--- src/rtl/morse_symbol_assembler.sv ---
// morse_symbol_assembler: collects dot/dash symbol pulses into a character
// code (pattern + length) and presents it on a held valid/ready register.
// Optional build macro MORSE_WORD_SPACE_EN enables word_end handling
// (word-space marker / space token). Without it word_end is ignored and
// out_space stays 0.
module morse_symbol_assembler #(
  parameter int MAX_SYM = 5,
  parameter int LEN_W   = 3
) (
  input  logic               clk,
  input  logic               rst,
  input  logic               sym_valid,
  input  logic               sym_is_dash,
  input  logic               char_end,
  input  logic               word_end,
  input  logic               out_ready,
  output logic               out_valid,
  output logic [MAX_SYM-1:0] out_code,
  output logic [LEN_W-1:0]   out_len,
  output logic               out_space,
  output logic               err_long,
  output logic               err_overrun
);

  typedef enum logic [1:0] {
    S_IDLE    = 2'd0,
    S_COLLECT = 2'd1,
    S_DROP    = 2'd2
  } state_t;

  state_t             r_state;
  state_t             w_state_nxt;
  logic [MAX_SYM-1:0] r_pat;
  logic [MAX_SYM-1:0] w_pat_nxt;
  logic [LEN_W-1:0]   r_cnt;
  logic [LEN_W-1:0]   w_cnt_nxt;

  logic               w_close;
  logic               w_word;
  logic               w_full;
  logic [MAX_SYM-1:0] w_pat_app;
  logic [LEN_W-1:0]   w_cnt_app;

  logic               w_emit;
  logic [MAX_SYM-1:0] w_emit_code;
  logic [LEN_W-1:0]   w_emit_len;
  logic               w_emit_space;
  logic               w_err_long;
  logic               w_load;

  logic               r_valid;
  logic [MAX_SYM-1:0] r_code;
  logic [LEN_W-1:0]   r_len;
  logic               r_space;
  logic               r_err_long;
  logic               r_err_overrun;

`ifdef MORSE_WORD_SPACE_EN
  // A word gap closes the character like char_end and also marks a space.
  assign w_word  = word_end;
  assign w_close = char_end | word_end;
`else
  logic w_unused_word_end;
  assign w_unused_word_end = word_end;
  assign w_word  = 1'b0;
  assign w_close = char_end;
`endif

  // Collector already holds MAX_SYM symbols: one more overflows it.
  assign w_full    = (r_cnt == LEN_W'(MAX_SYM));
  assign w_pat_app = r_pat | (MAX_SYM'(sym_is_dash) << r_cnt);
  assign w_cnt_app = r_cnt + LEN_W'(1);

  // State and collector registers.
  always_ff @(posedge clk or negedge rst) begin
    if (!rst) begin
      r_state <= S_IDLE;
      r_pat   <= '0;
      r_cnt   <= '0;
    end else begin
      r_state <= w_state_nxt;
      r_pat   <= w_pat_nxt;
      r_cnt   <= w_cnt_nxt;
    end
  end

  // Next-state, collector update and emission request; a simultaneous
  // symbol is appended before the character closes.
  always_comb begin
    w_state_nxt  = r_state;
    w_pat_nxt    = r_pat;
    w_cnt_nxt    = r_cnt;
    w_emit       = 1'b0;
    w_emit_code  = '0;
    w_emit_len   = '0;
    w_emit_space = 1'b0;
    w_err_long   = 1'b0;
    case (r_state)
      S_IDLE: begin
        if (sym_valid) begin
          w_pat_nxt   = MAX_SYM'(sym_is_dash);
          w_cnt_nxt   = LEN_W'(1);
          w_state_nxt = S_COLLECT;
        end
        if (w_close) begin
          if (sym_valid) begin
            w_emit       = 1'b1;
            w_emit_code  = MAX_SYM'(sym_is_dash);
            w_emit_len   = LEN_W'(1);
            w_emit_space = w_word;
          end else if (w_word) begin
            w_emit       = 1'b1;
            w_emit_space = 1'b1;
          end
          w_pat_nxt   = '0;
          w_cnt_nxt   = '0;
          w_state_nxt = S_IDLE;
        end
      end
      S_COLLECT: begin
        if (sym_valid) begin
          if (w_full) begin
            w_state_nxt = S_DROP;
          end else begin
            w_pat_nxt = w_pat_app;
            w_cnt_nxt = w_cnt_app;
          end
        end
        if (w_close) begin
          if (sym_valid && w_full) begin
            w_err_long   = 1'b1;
            w_emit       = w_word;
            w_emit_space = w_word;
          end else begin
            w_emit       = 1'b1;
            w_emit_code  = sym_valid ? w_pat_app : r_pat;
            w_emit_len   = sym_valid ? w_cnt_app : r_cnt;
            w_emit_space = w_word;
          end
          w_pat_nxt   = '0;
          w_cnt_nxt   = '0;
          w_state_nxt = S_IDLE;
        end
      end
      S_DROP: begin
        if (w_close) begin
          w_err_long   = 1'b1;
          w_emit       = w_word;
          w_emit_space = w_word;
          w_pat_nxt    = '0;
          w_cnt_nxt    = '0;
          w_state_nxt  = S_IDLE;
        end
      end
      default: begin
        w_pat_nxt   = '0;
        w_cnt_nxt   = '0;
        w_state_nxt = S_IDLE;
      end
    endcase
  end

  // A new character loads when the register is empty or being transferred.
  assign w_load = w_emit && (!r_valid || out_ready);

  // Held output register with overrun detection and error pulses.
  always_ff @(posedge clk or negedge rst) begin
    if (!rst) begin
      r_valid       <= 1'b0;
      r_code        <= '0;
      r_len         <= '0;
      r_space       <= 1'b0;
      r_err_long    <= 1'b0;
      r_err_overrun <= 1'b0;
    end else begin
      r_err_long    <= w_err_long;
      r_err_overrun <= w_emit && r_valid && !out_ready;
      if (w_load) begin
        r_valid <= 1'b1;
        r_code  <= w_emit_code;
        r_len   <= w_emit_len;
        r_space <= w_emit_space;
      end else if (r_valid && out_ready) begin
        r_valid <= 1'b0;
      end
    end
  end

  assign out_valid   = r_valid;
  assign out_code    = r_code;
  assign out_len     = r_len;
  assign out_space   = r_space;
  assign err_long    = r_err_long;
  assign err_overrun = r_err_overrun;

endmodule

--- config.mk ---
export PLATFORM = sky130hd
export DESIGN_NAME = morse_symbol_assembler
export DESIGN_NICKNAME = d
export VERILOG_FILES = /design/src/rtl/morse_symbol_assembler.sv
export SDC_FILE = /design/constraint.sdc
export NUM_CORES = 1
export LEC_CHECK = 0
export ABC_AREA = 1
export BUFFER_PORTS_ARGS = -buffer_cell sky130_fd_sc_hd__buf_2
export CAP_MARGIN = 10
export CORE_ASPECT_RATIO = 1.25
export CORE_MARGIN = 5
export CORE_UTILIZATION = 50
export DETAILED_ROUTE_END_ITERATION = 12
export GPL_ROUTABILITY_DRIVEN = 0
export PLACE_DENSITY_LB_ADDON = 0.25
export SYNTH_ARGS = -nofsm -noshare
export SYNTH_HDL_FRONTEND = slang
export SYNTH_SLANG_ARGS = --single-unit
--- constraint.sdc ---
create_clock -name clk -period 1.3 [get_ports clk]
set_input_delay 0.195 -clock clk [delete_from_list [all_inputs] [get_ports clk]]
set_output_delay 0.195 -clock clk [all_outputs]
set_load 0.05 [all_outputs]
# [Word level (Yosys, flattened, before mapping)]
# Cells that the tools add are included.
# W data, S select, Z words.
[totals] reg_bits=21 inputBits=7 out_inout_bits=12 wordCells=75
[classes] n_addsub=1 n_eq_ne=8 shift=1 muxes=44 n_bitwise=1 n_reduce_logical=12
[op_table] op="$mux W5" count=9
[op_table] op="$mux W3" count=9
[op_table] op="$pmux W5 S3" count=1
[op_table] op="$mux W1" count=13
[op_table] op="$mux W2" count=6
[op_table] op="$ne A3 B3 Y1 const B" count=4
[op_table] op="$pmux W5 S2" count=1
[op_table] op="$pmux W3 S3" count=1
[op_table] op="$reduce_and A4 Y1" count=2
[op_table] op="$pmux W2 S3" count=1
[op_table] op="$pmux W3 S2" count=1
[op_table] op="$logic_and A1 B1 Y1" count=5
[op_table] op="$or A5 B5 Y5" count=1
[op_table] op="$shl A1 B3 Y5" count=1
[op_table] op="$pmux W1 S2" count=2
[op_table] op="$add A3 B1 Y3 const B" count=1
[op_table] op="$eq A3 B3 Y1 const B" count=1
[op_table] op="$eq A2 B1 Y1 const B" count=1
[op_table] op="$eq A2 B2 Y1 const B" count=1
[op_table] op="$logic_not A1 Y1" count=2
[op_table] op="$logic_not A2 Y1" count=1
[op_table] op="$ne A2 B2 Y1 const B" count=1
[op_table] op="$reduce_bool A2 Y1" count=1
[op_table] op="$logic_or A1 B1 Y1" count=1

# [Depth between registers and ports, before layout]
# Gate-level depths: netlist of the first run.
[depth] depth_word=7 mapped_depth=11 mapped_depth_nobuf=10

# [Worst setup path before layout of the first run]
# No wires, ideal clock.
[synth_path] kind="register -> register" startpoint="register r_state[0]" endpoint="register r_cnt[0]" setup_ps=121 arrival_ps=1251 required_time_ps=1179 setup_slack_ps=-72 path_stages_with_launch=10 path_buffers=2 synth_period_minus_slack_ps=1372 cell_sequence="dfrtp_1 -> ha_1 -> buf_6 -> nand2_4 -> nor2_2 -> nor2_2 -> nand2_4 -> buf_6 -> nand2_1 -> o21ai_2"
[synth_between] elab_chain_cells=3 elab_cells_between_ends=9 cone_classes="6 x eq/ne; 1 x mux; 2 x reduce/logical"
[synth_lines] element="start, declared" line_no="31" text="state_t r_state;"
[synth_lines] element="start signal, assigned" line_no="81" text="r_state <= w_state_nxt;"
[synth_lines] element="$eq A2 B1 Y1 (tied with other cells)" line_no="98" text="case (r_state)"
[synth_lines] element="$ne A3 B3 Y1 (no source line) / $ne A2 B2 Y1 (equally long branches)"
[synth_lines] element="$reduce_and A4 Y1 (no source line)"
[synth_lines] element="end signal, assigned" line_no="83" text="r_cnt <= w_cnt_nxt;"
[synth_lines] element="end, declared" line_no="35" text="logic [LEN_W-1:0] r_cnt;"
# Several ways; a longest one is shown, not always the timed one.
# A chain may end at the register's enable or synchronous reset.

# [Final worst setup path of the first run]
[layout_path] startpoint="register r_state[0]" endpoint="register r_pat[3]"
[layout_between] elab_chain_cells=3 elab_cells_between_ends=9 cone_classes="6 x eq/ne; 1 x mux; 2 x reduce/logical"
[layout_lines] element="$eq A2 B1 Y1 (tied with other cells)" line_no="98"
[layout_lines] element="$ne A3 B3 Y1 (no source line) / $ne A2 B2 Y1 (equally long branches)"
[layout_lines] element="$reduce_and A4 Y1 (no source line)"
[layout_lines] element="end signal, assigned" line_no="82" text="r_pat <= w_pat_nxt;"
[layout_lines] element="end, declared" line_no="33" text="logic [MAX_SYM-1:0] r_pat;"
# Several ways; a longest one is shown, not always the timed one.

==> results of run 1 <==
[cells by family after synthesis]
family                   share of synthesized area
AO/OA/AOI/OAI                               0.1062
XOR/XNOR                                  0.007015
adder cells (fa/ha/maj)                    0.05010
buffers and inverters                       0.1162
flip-flops                                  0.4208
other                                     0.003003
AND/OR/NAND/NOR                             0.2966
[per-layer routing]
layer | vias to the layer above | share of wire | track usage
met1 | 499 | 0.40 | 0.1994
met3 | 10 | 0.068 | 0.02483
met2 | 41 | 0.51 | 0.2899
li1 | 567 | - | -
met4 | 0 | 0.018 | 0.04984
met5 | - | 0 | 0
[per-stage QoR]
step	util	total power, mW	hold WS, ps	instances	TNS (ps)
floorplan	-	1.893	-100.6	165	-315.6
global placement	0.5773	2.146	166.8	216	-960.3
detailed placement	0.5773	2.175	179.5	216	-1508
CTS	0.6180	2.630	226.4	225	-488.1
global route	0.6397	2.951	269.5	227	-2731
finish	0.6397	2.743	254.5	227	-1256
[final cells by class]
class                   count  area (sq um)
clock buffers               3         22.52
repair buffers             28         180.2
flip-flops and latches     21         525.5
fillers                   218         874.6
inverters                  25         96.34
clock inverters             1         5.005
multi-input cells         116         681.9
well taps                  33         41.29
[repair_timing]
item,4_1_cts,5_1_grt
setup endpoints to repair,18,19
pin swaps,5,8
buffers inserted,3,1
hold buffers,1,0
resized for setup,12,11
cloned,1,1
hold endpoints to repair,21,0
[critical path, stage by stage, from the launching register on]
cell                      delay [ps]
sky130_fd_sc_hd__dfrtp_1         430
sky130_fd_sc_hd__buf_6           130
sky130_fd_sc_hd__ha_4            180
sky130_fd_sc_hd__nand2_4          80
sky130_fd_sc_hd__nor2_4           40
sky130_fd_sc_hd__nor2_4          180
sky130_fd_sc_hd__nand2_4         120
sky130_fd_sc_hd__nand2_1          80
sky130_fd_sc_hd__o21ai_1          60
[synth_stat cells (all sizes together)]
library cell	number	area, sq um
a21oi	5	25.02
dfrtp	21	525.5
nor3	1	5.000
nand4	1	6.260
inv	25	96.34
or2	1	6.260
and3	1	7.510
nand2	56	227.7
conb	1	3.750
xor2	1	8.760
nor2	14	62.56
buf	5	48.79
ha	5	62.56
o21ai	17	107.6
nand3	11	55.05
[sequential cells by signal (all words and copies together), names as in the netlist]
register     count
r_pat            5
out_len          3
out_code         5
err_long         1
r_cnt            3
err_overrun      1
out_valid        1
r_state          2
[power groups by stage]
stage                     Clock, mW  Combinational, mW  Sequential (mW)
after floorplan                   0              0.703             1.19
after global placement            0               1.26            0.883
after detailed placement          0               1.29            0.889
after CTS                     0.330               1.43            0.871
after global routing          0.359               1.70            0.896
final                         0.320               1.55            0.877
[how the worst max path moves through the flow]
stage | slack [ps] | to | start | cells past startpoint
final | -110 | r_pat[3]$_DFFE_PN0P_ | r_state[0]$_DFFE_PN0P_ | 8
after global routing | -200 | out_code[0]$_DFFE_PN0P_ | r_state[1]$_DFFE_PN0P_ | 11
after CTS | -60 | out_code[0]$_DFFE_PN0P_ | r_state[1]$_DFFE_PN0P_ | 11
after detailed placement | -120 | out_len[1]$_DFFE_PN0P_ | r_state[0]$_DFFE_PN0P_ | 7
after global placement | -90 | out_len[1]$_DFFE_PN0P_ | r_state[0]$_DFFE_PN0P_ | 7
after floorplan | -50 | r_cnt[0]$_DFFE_PN0P_ | r_state[0]$_DFFE_PN0P_ | 9
==> summary.md, run 1 <==
The number of hold violations in the final report is 0. In this run, CTS created clock tree buffers numbering 3. The detailed-route via count was 1,117. The H-tree depth reported by CTS was 1; the number of buffers inserted by port buffering was 16. Clock-pin slew was measured on the worst setup and hold paths at 120 ps.

The analysis attributes to cell leakage a power of 0.8408 nW. The tools report the setup slack of the critical path after layout as -107.1 ps. The run gives 0.1653 as the global router's overall resource usage. The ratio of cells with drive above 1 in the final layout was 0.3660; the detailed placer's ending HPWL was 1847 um.

The tools report the post-route antenna net violation count as 0. For the number of different library cells in the post-synthesis netlist, the log shows 24. The placement row count was 20; the cell area after layout was 0.001553 sq mm. Root buffer cell: sky130_fd_sc_hd__clkbuf_4. In this run the critical register-to-register path is captured at r_pat[3]$_DFFE_PN0P_.

The sequential share of power was 0.320; the synthesized area divided by synthesized cell count was 7.568 sq um. The Yosys step of the flow raised 0 warnings. The endpoint required time on the critical path came out at 1500 ps. Final critical delay including setup and external delays: 1407 ps. Entering global routing, the biggest net connects 22 pins. The tightest min-delay check is of the in -> reg type. In this run the cell area measured after placement is 0.001401 sq mm.

The checks that failed: negative setup slack. For the number of global-route vias before repair, the log shows 1,052. Clock latency reported for the late side of the worst-skew pair: 300 ps. Hold-critical path endpoint: r_pat[0]$_DFFE_PN0P_. For the iteration-0 DRC count of the detailed router, the log shows 31. Static timing analysis puts the maximum clock frequency at 710.7 MHz.

TritonCTS built the clock tree. The sequential cell area fraction in the yosys report was 0.4208. The tool flagged a number of max-cap violations equal to 0.

The detailed-routing iteration count for the pre-antenna-repair pass is 5. The net switching power is 1.306 mW, and the die height is 65.88 um. Setup violations remaining at the end of the flow were counted as 18. The part of the power in the clock network was 0.117. The endpoint type of the worst setup path was a register. The tools report the starting density of the core as 0.5144. By startpoint and endpoint, the worst setup path is classified as reg -> reg.

The startpoint identified for the worst register-to-register timing path is r_state[0]$_DFFE_PN0P_. Measured along the x axis, the die boundary spans 54.70 um. The logs give 207 for the post-layout net count and 2.234 ps for the clock tree skew after final layout.

Dividing the detail-routed via count by the number of cells gives 4.921. VDD sags by at most 992.7 uV. The max-slew violation total from the final report was 0.

Synthesis produced a netlist with a net count of 177. The wire length per cell came out at 11.99 um. Summing every instance area after synthesis gives 0.001249 sq mm. The worst-path maximum fanout is 7. The net switching fraction of the power was 0.4763; the post-synthesis instance total was 165. The flow ran to the end, but the final reports show violations.

In this run, synthesis produced a sequential element count of 21. The tools report the number of DRC violations after detailed routing as 0. The area added between synthesis and finish came out at 24.35%. The fraction of the cycle the final worst path needs is 1.082, and the total core area is 0.002427 sq mm. The depth of the worst register-to-register path came out at 8.

The most frequent standard cell in the layout excluding fill and tap cells was sky130_fd_sc_hd__nand2_1. The run gives 4436 um as the first-pass GRT wire length. In this run the deepest clock path goes through 2 buffers. The worst hold path begins at sym_is_dash. For the total clock sinks, the log shows 21.

The number of antenna diodes in the final layout is 0. The worst setup path is launched from a register. The number of ports placed on the die boundary came out at 19. The combinational share of power is 0.564, and the total grt overflow is 0. The worst hold path passes through 5 cells.

The initial antenna violation count was 0. Wires add up to 2722 um. The total power per unit cell area is 1767 mW/mm^2, and the die area is 0.003603 sq mm. Setup repair after global routing could not meet its margin everywhere. The logs give 1610 ps for the critical path arrival and -110 ps for the reg2reg setup slack.

Prior to clock tree synthesis, the placed netlist has a worst setup slack of -124.9 ps. Internal cell power: 1.437 mW. Leaving out fill and tap cells, the most frequent cells in the layout are sky130_fd_sc_hd__nand2_1 (43), sky130_fd_sc_hd__dfrtp_1 (21), sky130_fd_sc_hd__inv_1 (16), sky130_fd_sc_hd__buf_2 (16), sky130_fd_sc_hd__nand3_1 (11).
No activity file was read; power rests on OpenSTA's default activity.
==> run 2, diff against run 1 <==
TNS_END_PERCENT = 1   (was not set)
==> summary.md, run 2 (same netlist as run 1, synthesis figures left out) <==
Summing all placed instances gives a cell area of 0.001404 sq mm. The library cell used most frequently in the layout, excluding fill and tap cells, is sky130_fd_sc_hd__nand2_1. TritonCTS built the clock tree. The run gives -153.0 ps as the setup slack of the critical path after layout. Leakage power of the design: 0.8824 nW.

The multi-input combinational cells in the finished layout cover a total of 745.7 sq um. Based on the critical path, the design can be clocked at up to 688.2 MHz. For the number of buffers created by CTS, the log shows 3. In this run the power density over the cells is 1777 mW/mm^2. The endpoint required time on the critical path was 1520 ps; the number of hold violations in the final report was 0.

For the number of placed instances, taps included, the log shows 217. The final layout contains routed wiring with a total length of 3092 um. The routed layout has 1,164 vias. The run gives 0.299 as the sequential share of power. The net switching fraction of the power is 0.4774, and the cell area after layout is 0.001675 sq mm. The total grt overflow was 0; the peak supply drop was 1165 uV. The combinational share of power came out at 0.590. The final layout contains 213 nets. The H-tree depth reported by CTS is 1, and the buffer depth of the longest clock path is 2. Using the TritonRoute via totals, the vias-per-cell ratio works out to 4.996. Measured along the x axis, the die boundary spans 54.70 um. Endpoint type of the worst setup path: a register. Compared with the post-synthesis result, the final layout area differs by 34.17%. The critical path arrival is 1670 ps. Final core utilization: 0.6902. The top cell types in the final layout, fill and taps aside, are sky130_fd_sc_hd__nand2_1 (44), sky130_fd_sc_hd__dfrtp_1 (21), sky130_fd_sc_hd__inv_1 (17), sky130_fd_sc_hd__buf_2 (16), sky130_fd_sc_hd__buf_4 (15). The max-slew violation total from the final report was 0; the final critical delay including setup and external delays was 1453 ps. For this design the total switching power over the nets is 1.422 mW.

The footprint of the flip-flops and latches is 525.5 sq um, and the first-pass GRT wire length is 4478 um. The part of the power in the clock network was 0.111. Number of failing setup endpoints in the final timing report: 19. Detailed-routing iteration count for the pre-antenna-repair pass: 4. After detailed routing, the number of remaining DRC violations is 0. The post-route antenna net violation count is 0.

For this run, the number of standard cells in the final layout without fillers is 233. Once detailed placement completed, the half-perimeter wirelength came to 1908 um. The global router's overall resource usage was 0.1664.

The logs give 0.002427 sq mm for the total core area and 21 for the total clock sinks. The tools report the initial antenna violation count as 0. The worst setup path is of the reg -> reg kind. Of all nets on the critical path, the largest fanout is 7.

The worst hold margin was 232.9 ps. The iteration-0 DRC count of the detailed router was 41; the count of inserted antenna diode cells was 0. The largest net degree at the start of global routing came out at 22. The run finished, with violations left.

Clock skew on the completed layout was measured at 5.749 ps. The tools report the starting density of the core as 0.5144. The startpoint type of the worst setup path was a register.

The die height works out to 65.88 um. The worst slack at placement came out at -124.5 ps. The internal cell power is 1.556 mW, and the clock-pin slew on the worst setup and hold paths is 120 ps. The checks that failed: negative setup slack.

The ratio of cells with drive above 1 in the final layout is 0.3950. Setup repair after global routing could not meet its margin everywhere. The layout filler cell count is 194, and the fraction of the cycle the final worst path needs is 1.118. The clock latency reported for the late side of the worst-skew pair was 320 ps; the die area was 0.003603 sq mm. The total of max-cap violations is 0, and the number of global-route vias before repair is 1,089. The setup check on the worst reg-to-reg path leaves a slack of -150 ps. In this run the count of I/O pins placed on the die edge is 19.

The number of buffers inserted by port buffering works out to 16. CTS placed an instance of sky130_fd_sc_hd__clkbuf_4 at the clock tree root. The wire length per cell is 13.27 um. The class of the tightest hold or removal check is in -> reg. The floorplan has 20 rows.
run 2: final timing paths:
| check | startpoint | to | cells past startpoint |
|---|---|---|---|
| setup / recovery | r_state[1]$_DFFE_PN0P_ | r_pat[0]$_DFFE_PN0P_ | 10 |
| hold / removal | out_ready | err_overrun$_DFF_PN0_ | 4 |
| setup reg to reg | r_state[1]$_DFFE_PN0P_ | r_pat[0]$_DFFE_PN0P_ | 10 |
| hold reg to reg | out_code[3]$_DFFE_PN0P_ | out_code[3]$_DFFE_PN0P_ | 2 |
| max in group asynchronous | rst | r_pat[0]$_DFFE_PN0P_ | 2 |
| min in group asynchronous | rst | out_len[0]$_DFFE_PN0P_ | 2 |
run 2: final cells by class:
cell class	instances	area share
clock buffer	3	0.01344
clock inverter	1	0.002987
inverter	25	0.05900
multi-input combinational	115	0.4451
sequential	21	0.3137
tap	33	0.02465
timing repair buffer	35	0.1411
run 2: per-stage QoR:
step / total power [mW] / TNS, ps
floorplan: 1.885 / -378.4
global placement: 2.150 / -909.8
detailed placement: 2.192 / -1450
CTS: 2.656 / -882.4
global route: 3.166 / -2823
finish: 2.978 / -1470
run 2: critical path, stage by stage, from the launching register on:
cell,delay (ps)
sky130_fd_sc_hd__dfrtp_1,420
sky130_fd_sc_hd__inv_2,120
sky130_fd_sc_hd__ha_4,210
sky130_fd_sc_hd__nand2_4,80
sky130_fd_sc_hd__nor2_4,120
sky130_fd_sc_hd__nor2_4,70
sky130_fd_sc_hd__buf_6,130
sky130_fd_sc_hd__nand2_8,90
sky130_fd_sc_hd__inv_2,40
sky130_fd_sc_hd__nand2_2,40
sky130_fd_sc_hd__nand2_1,40
run 2: power groups by stage:
stage	registers (mW)	clock network [mW]	logic, mW
5_1_grt	0.905	0.361	1.90
6_report	0.891	0.329	1.76
2_1_floorplan	1.19	0	0.695
4_1_cts	0.882	0.325	1.45
3_3_place_gp	0.883	0	1.27
3_5_place_dp	0.894	0	1.30
run 2: repair_timing:
item	CTS	global route
hold buffers	1	0
buffers inserted	5	5
resized for setup	13	25
gates cloned	1	0
endpoints found under the hold margin	21	0
pin swaps	3	11
endpoints found under the setup margin	20	20
run 2: routing by layer:
layer / GRT usage / wire length (um) / share of wire
met5: 0 / 0 / 0
met2: 0.2899 / 1624 / 0.53
met1: 0.2028 / 1280 / 0.41
met3: 0.02257 / 152 / 0.049
met4: 0.05296 / 36 / 0.012
==> run 3, diff against run 2 <==
CORE_UTILIZATION = 55   (was 50)
MAX_ROUTING_LAYER = met4   (was not set)
clock period = 1.8 ns   (was 1.3 ns; I/O delays follow)
==> summary.md, run 3 (same netlist as run 1, synthesis figures left out) <==
The iteration-0 DRC count of the detailed router is 29. TritonCTS built the clock tree. The wire length per cell was 11.02 um. The most frequent standard cell in the layout excluding fill and tap cells was sky130_fd_sc_hd__nand2_1. The die is 63.27 um tall.

The net switching fraction of the power was 0.4814; the post-route antenna net violation count was 0. After detailed routing, the number of vias per cell comes to 4.822. Clock latency reported for the late side of the worst-skew pair: 300 ps. Wire segments on met2 add up to 1128 um in the final route. The largest net degree at the start of global routing is 22. On the critical path the largest part of the delay comes from simple AND/OR/NAND/NOR gates.

Wires add up to 2347 um. The part of the power in the clock network is 0.131, and the total core area is 0.002187 sq mm. For the final routed database, the setup TNS stands at 0 ps. TritonCTS created 3 clock buffers. Setup repair after global routing left no endpoint under its margin.

The analysis attributes to cell leakage a power of 0.7739 nW. The number of post-CTS setup repair buffers is 0, and the sum of buffers and inverters on the critical path is 3. The initial antenna violation count was 0. The multi-input combinational cells in the finished layout cover a total of 578.1 sq um. The run gives 0 as the post-CTS resize count. Static timing analysis puts the maximum clock frequency at 641.8 MHz. The logs give 0 for the number of hold violations in the final report and 0 for the total grt overflow.

For this run, the slowest stage of the critical path takes 390 ps. The tools report the layout filler cell count as 215. Root buffer cell: sky130_fd_sc_hd__clkbuf_4. The net switching power was 0.8242 mW; the total power was 1.712 mW.

The width of the chip was 52.62 um; the sequential share of power was 0.376. The clock-pin slew on the worst setup and hold paths was 120 ps. The class of the tightest hold or removal check was in -> reg. Setup slack of the critical path after layout: 241.8 ps. The number of global-route vias before repair is 1,022. The logs give 0.6236 for the final core utilization and 0.8879 mW for the internal cell power. The combinational share of power came out at 0.493. Along the worst path, the maximum fanout reaches 14. The tools report the number of failing setup endpoints in the final timing report as 0.

The startpoint type of the worst setup path was a register. The detailed placer's ending HPWL is 1807 um. The final critical delay including setup and external delays is 1558 ps. At the worst endpoint, the arrival time is 1770 ps.

The number of ports placed on the die boundary is 19, and the detailed-route via count is 1,027. At the worst endpoint, the required time is 2010 ps. The critical path goes through inv_1 -> ha_1 -> buf_4 -> nand2_4 -> nor2_2 -> nor2_2 -> nand2_4 -> inv_1 -> nand2_1 -> nand2_1. Ratio of cells with drive above 1 in the final layout: 0.1978.

Dividing total power by cell area gives a power density of 1255 mW/mm^2. After floorplanning, the core was divided into 19 placement rows. Routed signal wires occupy layers up through met4.

The run gives 0.1640 as the global router's overall resource usage. The buffer depth of the longest clock path is 2. The flow ran to the end, and the final reports show no timing, DRC or antenna violations.

The worst setup path is captured at a register. Total clock sinks: 21. The run gives 78 um as the sum of met3 wire segment lengths after detailed routing.

The fraction of the cycle the final worst path needs was 0.8657; the worst slack at placement was 258.9 ps. The logs give 1111 um for the post-route met1 wirelength and 720.0 uV for the peak supply drop. The critical path's slowest cell is sky130_fd_sc_hd__dfrtp_1. For the footprint of the flip-flops and latches, the log shows 525.5 sq um. Detailed-routing iteration count for the pre-antenna-repair pass: 4. The tools report the post-layout net count as 195. The number of DRC violations after detailed routing was 0. Compared with the post-synthesis result, the final layout area differs by 9.219%. In this run the tool buffered the top-level ports with 16 buffer cells.

The first global-routing pass estimated 4119 um of wire. The critical path class was reg -> reg. In the layout the commonest cells are sky130_fd_sc_hd__nand2_1 (53), sky130_fd_sc_hd__inv_1 (23), sky130_fd_sc_hd__dfrtp_1 (21), sky130_fd_sc_hd__buf_2 (16), sky130_fd_sc_hd__nand3_1 (11). For the H-tree depth reported by CTS, the log shows 1. The max-slew violation total from the final report is 0. The logs give 0 for the count of inserted antenna diode cells and 0.003329 sq mm for the die area. Max-cap violations in this run came to 0. Between clock sinks in the finished design, the worst skew comes to 6.532 ps. For the starting density of the core, the log shows 0.5709.
[run 3: cell types whose count changed in the layout (fill, tap and decap cells not counted), sizes merged]
cell and delta:
nand2 -1, buf -17
[run 3: power by group through the flow]
| stage | logic (mW) | clock network (mW) | registers (mW) |
|---|---|---|---|
| 5_1_grt | 0.940 | 0.260 | 0.658 |
| 6_report | 0.845 | 0.224 | 0.644 |
| 3_5_place_dp | 0.842 | 0 | 0.654 |
| 2_1_floorplan | 0.487 | 0 | 0.851 |
| 3_3_place_gp | 0.829 | 0 | 0.649 |
| 4_1_cts | 0.847 | 0.237 | 0.644 |
[run 3: per-stage QoR]
stage | cell area (sq um) | instances | hold slack, ps
6_report | 1364 | 213 | 271.0
5_1_grt | 1364 | 213 | 291.3
3_3_place_gp | 1326 | 208 | 241.8
3_5_place_dp | 1326 | 208 | 255.4
2_1_floorplan | 1249 | 165 | -25.59
4_1_cts | 1364 | 213 | 261.8
[run 3: what timing repair did]
item | in CTS | in global routing
endpoints found under the setup margin | 0 | 0
hold buffers | 1 | 0
hold endpoints to repair | 21 | 0
[run 3: area by class of cell]
type | count | area share
Tap cell | 31 | 0.02844
Clock buffer | 3 | 0.01651
Sequential cell | 21 | 0.3853
Multi-Input combinational cell | 114 | 0.4239
Clock inverter | 1 | 0.003670
Timing Repair Buffer | 18 | 0.07156
Inverter | 25 | 0.07064
[run 3: tightest hold or removal path, stage by stage]
cell and delay, ps:
sky130_fd_sc_hd__buf_2 80, sky130_fd_sc_hd__nor2_1 50, sky130_fd_sc_hd__inv_1 90, sky130_fd_sc_hd__nor2_1 50
[run 3: worst paths after layout]
check / from / end / slack (ps) / cells past startpoint
max: r_state[1]$_DFFE_PN0P_ / r_pat[0]$_DFFE_PN0P_ / 240 / 10
min: out_ready / err_overrun$_DFF_PN0_ / 270 / 4
max reg2reg: r_state[1]$_DFFE_PN0P_ / r_pat[0]$_DFFE_PN0P_ / 240 / 10
min reg2reg: out_code[2]$_DFFE_PN0P_ / out_code[2]$_DFFE_PN0P_ / 490 / 2
max in group asynchronous: rst / r_state[0]$_DFFE_PN0P_ / 1030 / 2
min in group asynchronous: rst / r_cnt[2]$_DFFE_PN0P_ / 450 / 2
[run 3: layer usage]
layer | vias to the layer above | track usage
li1 | 542 | -
met1 | 458 | 0.2126
met2 | 23 | 0.2516
met3 | 4 | 0.02123
met4 | 0 | 0.07348
met5 | - | -
